## config.mk

```make
export PLATFORM = sky130hd
export DESIGN_NAME = qft_stream_engine
export DESIGN_NICKNAME = d
export VERILOG_FILES = /design/src/rtl/qft_stream_engine.sv
export SDC_FILE = /design/constraint.sdc
export NUM_CORES = 1
export LEC_CHECK = 0
export CORE_AREA = 2 2 177 179
export CTS_CLUSTER_SIZE = 40
export DETAILED_ROUTE_END_ITERATION = 10
export DIE_AREA = 0 0 179 181
export PLACE_DENSITY = 0.86
export SLEW_MARGIN = 20
export SYNTH_ARGS = -nofsm -noshare
export SYNTH_HDL_FRONTEND = slang
export SYNTH_SLANG_ARGS = --single-unit
```

## constraint.sdc

```tcl
create_clock -name clk -period 11.9 [get_ports clk]
set_clock_uncertainty 0.2 [all_clocks]
set_input_delay 2.38 -clock clk [delete_from_list [all_inputs] [get_ports clk]]
set_output_delay 2.38 -clock clk [all_outputs]
set_load 0.01 [all_outputs]
```

## src/rtl/qft_stream_engine.sv

```systemverilog
// qft_stream_engine: sequential N-point complex DFT (QFT) over a valid/ready stream.
// One complex MAC per cycle, products registered ahead of the accumulator.
module qft_stream_engine #(
  parameter int LOG2N = 2,
  parameter int IN_W  = 8,
  parameter int OUT_W = 13,
  parameter int TW_W  = 12
) (
  input  logic                    clk,
  input  logic                    rst_n,
  input  logic                    in_valid,
  output logic                    in_ready,
  input  logic signed [IN_W-1:0]  in_re,
  input  logic signed [IN_W-1:0]  in_im,
  input  logic                    mode_inv,
  output logic                    out_valid,
  input  logic                    out_ready,
  output logic signed [OUT_W-1:0] out_re,
  output logic signed [OUT_W-1:0] out_im,
  output logic [LOG2N-1:0]        out_idx,
  output logic                    out_last,
  output logic                    out_sat
);
  localparam int N     = 1 << LOG2N;
  localparam int CW    = 2 * LOG2N + 1;
  localparam int ACC_W = IN_W + TW_W + LOG2N + 1;
  localparam int SHIFT = TW_W - 2;
  localparam int S     = 1 << SHIFT;
  // round(S / sqrt(2)) using a 16-bit fractional constant
  localparam int C45   = int'((longint'(S) * 46341 + 32768) >>> 16);

  localparam logic signed [ACC_W-1:0] RND_HALF = ACC_W'(1 << (TW_W - 3));
  localparam logic signed [ACC_W-1:0] SAT_MAX  = ACC_W'((1 << (OUT_W - 1)) - 1);
  localparam logic signed [ACC_W-1:0] SAT_MIN  = ACC_W'(-(1 << (OUT_W - 1)));

  // cos of e*45 degrees scaled by S; sin is cos shifted by six octants
  function automatic int cos8(input int e);
    case (e & 7)
      0:       return S;
      1:       return C45;
      2:       return 0;
      3:       return -C45;
      4:       return -S;
      5:       return -C45;
      6:       return 0;
      default: return C45;
    endcase
  endfunction

  typedef enum logic [1:0] {LOAD, COMPUTE, OUTPUT} state_t;
  state_t state, state_next;

  logic signed [TW_W-1:0] rom_cos [N];
  logic signed [TW_W-1:0] rom_sin [N];

  generate
    for (genvar gi = 0; gi < N; gi++) begin : g_rom
      assign rom_cos[gi] = TW_W'(cos8(gi << (3 - LOG2N)));
      assign rom_sin[gi] = TW_W'(cos8((gi << (3 - LOG2N)) + 6));
    end
  endgenerate

  logic [LOG2N-1:0]        n_cnt;
  logic [CW-1:0]           cnt;
  logic                    mode;
  logic signed [IN_W-1:0]  x_re [N];
  logic signed [IN_W-1:0]  x_im [N];
  logic signed [OUT_W-1:0] res_re [N];
  logic signed [OUT_W-1:0] res_im [N];
  logic                    res_sat [N];

  logic             accept, issue, compute_done, out_fire;
  logic [LOG2N-1:0] k_cur, n_cur, tw_idx, next_idx;

  assign in_ready     = (state == LOAD);
  assign accept       = in_valid && in_ready;
  assign k_cur        = cnt[2*LOG2N-1:LOG2N];
  assign n_cur        = cnt[LOG2N-1:0];
  assign tw_idx       = k_cur * n_cur;  // truncation to LOG2N bits is the mod N
  assign issue        = (state == COMPUTE) && !cnt[CW-1];
  assign compute_done = (state == COMPUTE) && cnt[CW-1];
  assign out_fire     = (state == OUTPUT) && out_valid && out_ready;
  assign next_idx     = out_idx + LOG2N'(1);

  logic signed [ACC_W-1:0] a_re, a_im, w_re, w_im, mac_re, mac_im;
  assign a_re   = ACC_W'(x_re[n_cur]);
  assign a_im   = ACC_W'(x_im[n_cur]);
  assign w_re   = ACC_W'(rom_cos[tw_idx]);
  assign w_im   = mode ? ACC_W'(rom_sin[tw_idx]) : -ACC_W'(rom_sin[tw_idx]);
  assign mac_re = a_re * w_re - a_im * w_im;
  assign mac_im = a_re * w_im + a_im * w_re;

  logic signed [ACC_W-1:0] prod_re, prod_im, acc_re, acc_im;
  logic signed [ACC_W-1:0] sum_re, sum_im, rnd_re, rnd_im;
  logic                    prod_valid, prod_end;
  logic [LOG2N-1:0]        prod_k;
  logic signed [OUT_W-1:0] clip_re, clip_im;
  logic                    clip_any;

  assign sum_re = acc_re + prod_re;
  assign sum_im = acc_im + prod_im;
  assign rnd_re = (sum_re + RND_HALF) >>> SHIFT;
  assign rnd_im = (sum_im + RND_HALF) >>> SHIFT;

  always_comb begin
    clip_re  = rnd_re[OUT_W-1:0];
    clip_im  = rnd_im[OUT_W-1:0];
    clip_any = 1'b0;
    if (rnd_re > SAT_MAX) begin
      clip_re  = SAT_MAX[OUT_W-1:0];
      clip_any = 1'b1;
    end else if (rnd_re < SAT_MIN) begin
      clip_re  = SAT_MIN[OUT_W-1:0];
      clip_any = 1'b1;
    end
    if (rnd_im > SAT_MAX) begin
      clip_im  = SAT_MAX[OUT_W-1:0];
      clip_any = 1'b1;
    end else if (rnd_im < SAT_MIN) begin
      clip_im  = SAT_MIN[OUT_W-1:0];
      clip_any = 1'b1;
    end
  end

  always_ff @(posedge clk or negedge rst_n) begin
    if (!rst_n) state <= LOAD;
    else        state <= state_next;
  end

  always_comb begin
    state_next = state;
    case (state)
      LOAD:    if (accept && n_cnt == LOG2N'(N - 1)) state_next = COMPUTE;
      COMPUTE: if (compute_done) state_next = OUTPUT;
      OUTPUT:  if (out_fire && out_last) state_next = LOAD;
      default: state_next = LOAD;
    endcase
  end

  always_ff @(posedge clk or negedge rst_n) begin
    if (!rst_n) begin
      n_cnt      <= '0;
      cnt        <= '0;
      mode       <= 1'b0;
      prod_valid <= 1'b0;
      prod_end   <= 1'b0;
      prod_k     <= '0;
      prod_re    <= '0;
      prod_im    <= '0;
      acc_re     <= '0;
      acc_im     <= '0;
      out_valid  <= 1'b0;
      out_re     <= '0;
      out_im     <= '0;
      out_idx    <= '0;
      out_last   <= 1'b0;
      out_sat    <= 1'b0;
    end else begin
      if (accept) begin
        n_cnt <= n_cnt + LOG2N'(1);
        if (n_cnt == '0) mode <= mode_inv;
      end
      if (state == COMPUTE) cnt <= compute_done ? '0 : cnt + CW'(1);

      prod_valid <= issue;
      if (issue) begin
        prod_re  <= mac_re;
        prod_im  <= mac_im;
        prod_end <= (n_cur == LOG2N'(N - 1));
        prod_k   <= k_cur;
      end
      if (prod_valid) begin
        acc_re <= prod_end ? '0 : sum_re;
        acc_im <= prod_end ? '0 : sum_im;
      end

      // compute_done coincides with the final accumulate, which writes k=N-1, never k=0
      if (compute_done) begin
        out_valid <= 1'b1;
        out_idx   <= '0;
        out_re    <= res_re[0];
        out_im    <= res_im[0];
        out_sat   <= res_sat[0];
        out_last  <= 1'b0;
      end else if (out_fire) begin
        if (out_last) begin
          out_valid <= 1'b0;
          out_last  <= 1'b0;
        end else begin
          out_idx  <= next_idx;
          out_re   <= res_re[next_idx];
          out_im   <= res_im[next_idx];
          out_sat  <= res_sat[next_idx];
          out_last <= (next_idx == LOG2N'(N - 1));
        end
      end
    end
  end

  always_ff @(posedge clk) begin
    if (accept) begin
      x_re[n_cnt] <= in_re;
      x_im[n_cnt] <= in_im;
    end
  end

  always_ff @(posedge clk) begin
    if (prod_valid && prod_end) begin
      res_re[prod_k]  <= clip_re;
      res_im[prod_k]  <= clip_im;
      res_sat[prod_k] <= clip_any;
    end
  end
endmodule

```

-- Word-level counts from Yosys, hierarchy flattened
Memory sizes are Yosys's and may differ from the RTL's.
Index checks and enable logic that the tools add are counted.
- memories kept: 5
- output and inout bits: 32
- bits in writable memories: 172
- bits in registers: 137
- input bits: 21
- memories (memory ; depth ; width ; rd ports ; clocked after memory_dff ; wr ports ; RTL line ; RTL):
    res_im ; 4 ; 13 ; 2 ; 0 ; 1 ; 69 ; logic signed [OUT_W-1:0] res_im [N];
    res_re ; 4 ; 13 ; 2 ; 0 ; 1 ; 68 ; logic signed [OUT_W-1:0] res_re [N];
    x_im ; 4 ; 8 ; 1 ; 0 ; 1 ; 67 ; logic signed [IN_W-1:0] x_im [N];
    x_re ; 4 ; 8 ; 1 ; 0 ; 1 ; 66 ; logic signed [IN_W-1:0] x_re [N];
    res_sat ; 4 ; 1 ; 2 ; 0 ; 1 ; 70 ; logic res_sat [N];
- add/sub/neg operators: 10
- magnitude comparators: 5
- mux-type cells: 44
- bitwise gates (word level): 1
- reduce and logical (&&, ||, !) cells: 17
- multiply operators: 5
- eq/ne operators: 9
- operators by type and width (kind ; number):
    2-to-1 mux 13 bit ; 10
    2-to-1 mux 23 bit ; 3
    binary-select mux 12 bit (select 2 bit) ; 2
    2-to-1 mux 12 bit ; 4
    adder 23 x 11 -> 23 bit, second input constant ; 2
    adder 23 bit ; 2
    multiplier 8 x 23 -> 23 bit ; 2
    multiplier 8 x 12 -> 20 bit ; 2
    > comparator 13 bit, second input constant ; 2
    less-than comparator 13 bit, second input constant ; 2
    adder 23 x 20 -> 23 bit ; 1
    negation 12 -> 23 bit ; 1
    subtractor 20 x 23 -> 23 bit ; 1
    2-to-1 mux 1 bit ; 17
    2-to-1 mux 2 bit ; 6
    equality test 2 bit, second input constant ; 4
    logical AND 1 bit ; 8
    inequality test 2 x 1 -> 1 bit, second input constant ; 3
    one-hot mux 2 bit (3 select lines) ; 1
    AND reduction 2 bit ; 3
    adder 5 x 1 -> 5 bit, second input constant ; 1
    2-to-1 mux 5 bit ; 1
    adder 2 x 1 -> 2 bit, second input constant ; 2
    logical NOT 2 bit ; 2
    8 further kinds ; 9

-- Logic depth before layout (Yosys ltp)
Gate-level depths: netlist of run 1.
- depth in word-level cells: 9
- mapped depth: 26
- mapped depth without buffers: 24

-- Worst setup path after synthesis of run 1
No wires, ideal clock.
- path kind: register to register
- start point: register cnt[0]
- end point: register prod_im[21]
- cell stages (with the launch flop): 21
- path buffers: 2
- clock period less this slack: 6.785 ns
- data required time: 11.566 ns
- arrival: 6.451 ns
- library setup time: 0.134 ns
- path slack: 5.115 ns
- cells stage by stage: dfrtp_1 -> buf_4 -> buf_1 -> mux4_2 -> inv_1 -> nor2_1 -> fa_1 -> inv_1 -> fa_1 -> fa_1 -> fa_1 -> fa_1 -> fa_1 -> inv_1 -> ha_1 -> a21o_1 -> a21oi_1 -> o21ai_0 -> a311oi_1 -> xor2_1 -> o21ai_0
- longest elaborated chain between the ends: 9
- elaborated cells between the ends (all ways): 15
- those cells by class: add/sub: 2; mul: 3; mux: 7; bitwise: 1; memory: 2
- RTL lines (element ; RTL line ; RTL):
    start, declared ; 64 ; logic [CW-1:0] cnt;
    start signal, assigned ; 163 ; if (state == COMPUTE) cnt <= compute_done ? '0 : cnt + CW'(1);
    multiplier 2 x 2 -> 2 bit ; 79 ; assign tw_idx = k_cur * n_cur;
    inverter 2 -> 3 bit (implied by the code) ; 88, 89 ;
    binary-select mux 12 bit (select 2 bit) ; 89 ; assign w_im = mode ? ACC_W'(rom_sin[tw_idx]) : -ACC_W'(rom_sin[tw_idx]);
    2-to-1 mux 12 bit (implied by the code) (2 in series) ; 89 ;
    negation 12 -> 23 bit ; 89 ;
    2-to-1 mux 23 bit ; 89 ;
    multiplier 8 x 23 -> 23 bit ; 91 ; assign mac_im = a_re * w_im + a_im * w_re;
    adder 23 x 20 -> 23 bit * ; 91 ;
    end signal, assigned ; 168 ; prod_im <= mac_im;
    end, declared ; 93 ; logic signed [ACC_W-1:0] prod_re, prod_im, acc_re, acc_im;
Mark *: on every way between the ends. The rest lies on a longest branch, timed or not. The select of a mux whose other input is x is not followed.
A chain may end at the register's enable or synchronous reset.

-- Worst setup path after layout of run 1
- start point: register cnt[1]
- end point: register prod_im[21]
Same word-level chain as after synthesis.

==> results of run 1 <==
==> cell usage in the layout, fill, tap and decap left out, drive strengths merged, types with 13 or more instances in the layout <==
cell / n
clkdlybuf4s50: 51
a21oi: 32
a22oi: 27
buf: 14
clkinv: 13
dfrtp: 99
a22o: 19
xnor2: 71
mux4: 42
and2: 47
clkbuf: 37
nor2: 38
and3: 14
nand2: 152
xor2: 33
fa: 190
nor3: 26
o21ai: 52
inv: 303
edfxtp: 172
ha: 137
==> layout make-up <==
class | count | share of cell area (%)
inverter | 303 | 5.407
sequential | 271 | 36.34
timing repair buffer | 65 | 2.927
tap | 396 | 2.356
multi-input combinational | 987 | 48.76
clock inverter | 15 | 0.6722
clock buffer | 37 | 3.539
==> final timing paths <==
kind / startpoint / endpoint / slack, ps
worst min-delay path: res_im[0][8] / out_im[8] / 280
worst max register to register: cnt[1] / prod_im[21] / 4070
min in group asynchronous: rst_n / out_im[7] / 1600
worst min register to register: res_im[0][8] / out_im[8] / 280
worst max-delay path: cnt[1] / prod_im[21] / 4070
max in group asynchronous: rst_n / out_idx[0] / 8650
==> routing by layer <==
metal / wire [um] / vias up
met5: 46 / -
met4: 1085 / 4
met3: 2157 / 73
met2: 20860 / 379
met1: 14550 / 5978
li1: - / 5397
==> worst max-delay path: stages, from the launching register on <==
cell      delay [ps]
dfrtp_1         1050
xor3_2           660
nor2_2           480
buf_4            310
and2_1           300
inv_1            100
fa_1             470
fa_1             550
inv_1             50
fa_1             430
fa_1             550
inv_1             50
fa_1             460
fa_1             540
inv_1             40
ha_1             340
a21o_1           190
a21oi_1          230
o21ai_0          130
a311oi_1         320
xor2_1           170
o21ai_0           80
==> per-stage QoR <==
step	hold WS [ps]	cell area, um^2	setup slack [ps]	util, %
2_1_floorplan	235.1	19170	5115	-
3_3_place_gp	242.5	20150	4332	66.39
3_5_place_dp	253.8	20150	4118	66.39
4_1_cts	277.3	21030	4121	69.31
5_1_grt	291.7	21030	3541	69.31
6_report	275.2	21030	4065	69.31
==> state kept, by name, summed over array words and instances, names as in the netlist, 2 cells and up <==
register / flops
out_re: 13
x_im: 32
acc_re: 13
res_im: 52
cnt: 5
prod_k: 2
out_idx: 2
out_im: 13
n_cnt: 2
prod_re: 13
x_re: 32
prod_im: 14
acc_im: 14
res_sat: 4
res_re: 52
state: 2
==> kinds of logic after synthesis <==
group           count (synthesis)  synth area share [%]
simple gates                  322                 8.044
fa+ha+maj                     327                 28.79
buf+inv                       344                 6.764
flops                         271                 39.88
mux                            49                 5.321
xor+xnor                      105                 4.884
compound gates                180                 6.294
other cells                     1               0.01957
==> results.toml, run 1 <==
[global_routing]
grt_remaining_overflow = 0
antenna_found_initial = 0
use_met2_pct = 46.55
top_usage_layer = "met2"
grt_pass1_wl_mm = 64.03
grt_pass1_vias = 12982
grt_util_met3_pct = 3.641
use_met1_pct = 30.27
grt_usage_pct = 25.19
grt_max_degree = 57

[setup_path]
critPathKind = "flop to flop"
crit_path_end_kind = "flop"
reg2regPathDepth = 21
crit_required_ps = 12120
critPathLaunchType = "flop"
cp.arrival_ps = 8060
worst-path-max-fanout = 24

[detailed_routing]
drt_first_pass_iters = 5
vias_per_cell = 5.704
vias = 11831
drcViolationCount = 0
drt_iter0_drc = 817
routedWlPerCell_um = 18.66
ant_nets = 0
drt_wl_total_mm = 38.70

[timing]
drv_slew = 0
final.setup.tns_ps = 0
rsz0062_at_grt = "no"
maxSlewHeadroom_pct = 28.49
max_freq_mhz = 127.6
period_needed_ps = 7835
final-setup-viol-count = 0
hold_violations = 0
fin_crit_sh_pct = 65.84
worst_pin_slew_ps = 1073

[place]
gp_congestion = 0.9089
io_buffers = 52
dp_hpwl_mm = 28.39
placed_cells = 2022

[final_layout]
area_delta_synth_final_pct = 9.761
fill_cells = 2015
finalNetCount = 2004
multi_input_area_um2 = 10260
antennaDiodeCount = 0
stdcell_count = 2074
drive_above_1_share_pct = 7.390
seqCellArea_um2 = 7644

[floorplanning]
initial_core_util_pct = 63.14
die_area_um2 = 32400
rows = 64
die_w_um = 179
ios = 53
core_um2 = 30350
fp.dieH_um = 181

[synthesis]
yosys-top-cells-count = "inv_1, fa_1, edfxtp_1, nand2_1, ha_1"
async_reset_ff_share_pct = 36.53
synth.avg_cell_area_um2 = 11.98
synthCells = 1599
yosysSeqAreaShare_pct = 39.88
ys_seq_elements = 271
netlist.area_leader.share_pct = 26.95
synth_edf_count = 172
synth_area_um2 = 19160
synth.area.top_cells = "edfxtp_1, fa_1, dfrtp_1"
synth_warnings = 0
synth_top_flop_cell = "edfxtp_1"
synth_top_cell_by_area = "edfxtp_1"
ys_types = 64
synth.most_common_cell = "inv_1"

[job]
cap_violations = 0

[clock_tree]
post_cts_buffers = 0
tritoncts = "done"
clk_pin_slew_ps = 60
cts-root-buf = "clkbuf_16"
clk_path_buf_depth = 3
cts.sinks = 271
hold_buffers = 0
htreeDepth = 1
numCtsBuffers = 28
cts_resized = 0
worstSkewPairLatency_ps = 570

[hold_path]
min_path_cells = 2
min_path_type = "flop to flop"

[run_status]
status = "finished clean"
Power of run 1 is not shown: default switching activity piles up to over one toggle a cycle in this logic, so the estimate is an artifact.
==> run 2, diff against run 1 <==
Settings changed: CORE_AREA 2 2 177 179 to 2 2 178 180, DIE_AREA 0 0 179 181 to 0 0 180 182, PLACE_DENSITY 0.86 to 0.85.
Clock period 11.9 ns to 7.9 ns, I/O delays scaled along.
==> results.toml, run 2 (synthesis gave the netlist of run 1 again) <==
[run_status]
status = "finished clean"

[final_layout]
mostFrequentLayoutCells = "inv_1, fa_1, edfxtp_1"
final_area_um2 = 21190
final_common_cell = "inv_1"
finalNetCount = 2010
drive_above_1_share_pct = 7.962
antennaDiodeCount = 0
top_regs = "res_im: 52 flops, res_re: 52 flops"
area_delta_synth_final_pct = 10.58
fill_cells = 2103

[clock_tree]
cts_resized = 0
htreeDepth = 1
cts-root-buf = "clkbuf_16"
tritoncts = "done"
post_cts_buffers = 0
hold_buffers = 0
worstSkewPairLatency_ps = 560
clk_path_buf_depth = 3
cts.sinks = 271
clk_pin_slew_ps = 70
numCtsBuffers = 28

[setup_path]
worst-path-max-fanout = 15
r2r_start = "cnt[0]"
critPathLaunchType = "flop"
crit_required_ps = 8130
crit_path_end_kind = "flop"
reg2reg_slack_ps = 790
reg2regPathDepth = 21
cp.arrival_ps = 7340
critPathKind = "flop to flop"
r2r_end = "prod_im[21]"

[global_routing]
grt_remaining_overflow = 0
grt_pass1_vias = 13126
antenna_found_initial = 1
grt_pass1_wl_mm = 64.96
grt_usage_pct = 24.77
grt_max_degree = 57

[place]
place_area_um2 = 20200
pre_cts_ws_ps = 791.3
io_buffers = 52
gp_congestion = 0.9004
dp_hpwl_mm = 28.79

[detailed_routing]
drt_iter0_drc = 753
ant_nets = 0
routedWlPerCell_um = 18.67
vias_per_cell = 5.702
drt_wl_total_mm = 38.93
drcViolationCount = 0
vias = 11889
drt_first_pass_iters = 5

[hold_path]
worst_hold_path.endpoint = "out_im[9]"
holdCritStartpoint = "res_im[0][9]"
min_path_cells = 2
min_path_type = "flop to flop"

[job]
cap_violations = 0

[floorplanning]
die_w_um = 180
rows = 65
ios = 53
fp.dieH_um = 182
die_area_um2 = 32760
initial_core_util_pct = 61.85
core_um2 = 30990

[timing]
maxSlewHeadroom_pct = 32.75
rsz0062_at_grt = "no"
max_freq_mhz = 140.7
drv_slew = 0
hold_violations = 0
period_needed_ps = 7109
worst_pin_slew_ps = 1009
setup_slack_ps = 791.3
fin_crit_sh_pct = 89.98
final.setup.tns_ps = 0
final-setup-viol-count = 0
run 2: cell types whose count changed in the layout (fill, tap and decap cells not counted), sizes merged:
cell / previous run / this run
bufinv: 1 / 5
buf: 14 / 20
clkinvlp: 1 / 2
clkbuf: 37 / 30
clkinv: 13 / 14
run 2: worst max-delay path: stages (launching register included):
cell,delay [ps]
dfrtp_1,800
buf_4,320
mux4_2,640
nand2_1,180
inv_1,80
fa_1,530
inv_1,60
fa_1,540
inv_1,50
fa_1,500
inv_1,50
fa_1,480
fa_1,520
fa_1,540
inv_1,40
ha_1,330
a21o_1,190
a21oi_1,220
o21ai_0,130
a311oi_1,330
xor2_1,170
o21ai_0,80
run 2: metal layers:
| metal | vias to the layer above | share of wire, % | GRT usage, % |
|---|---|---|---|
| met2 | 392 | 53 | 45.58 |
| met5 | - | 0.033 | 0.7407 |
| met3 | 95 | 5.4 | 3.510 |
| met4 | 2 | 3.1 | 7.870 |
| li1 | 5401 | - | - |
| met1 | 5999 | 38 | 30.13 |
run 2: worst max-delay path by stage:
stage	endpoint	start
floorplan	prod_im[21]	cnt[0]
global placement	prod_im[21]	cnt[0]
detailed placement	prod_im[21]	cnt[0]
CTS	prod_im[21]	cnt[0]
global route	prod_im[21]	cnt[0]
finish	prod_im[21]	cnt[0]
run 2: final cells by class:
| class | count | area [um^2] | area share (%) |
|---|---|---|---|
| multi-input combinational | 987 | 10260 | 48.40 |
| tap | 402 | 503.0 | 2.374 |
| sequential | 271 | 7644 | 36.07 |
| clock inverter | 21 | 271.5 | 1.281 |
| timing repair buffer | 71 | 660.6 | 3.118 |
| clock buffer | 30 | 718.2 | 3.389 |
| inverter | 303 | 1137 | 5.367 |
run 2: through the flow:
step / cells / hold WS (ps) / util [%]
2_1_floorplan: 1602 / 235.1 / -
3_3_place_gp: 2034 / 244.5 / 65.19
3_5_place_dp: 2034 / 255.3 / 65.19
4_1_cts: 2085 / 263.2 / 68.39
5_1_grt: 2085 / 280.9 / 68.39
6_report: 2085 / 271.9 / 68.39
Power of run 2 is left out for the same reason.
==> run 3, diff against run 2 <==
Settings changed: TNS_END_PERCENT set to 30.
==> results of run 3 <==
Same layout as run 2: the final DEF is identical, and so are final timing and power.
Power of run 3 is left out for the same reason.
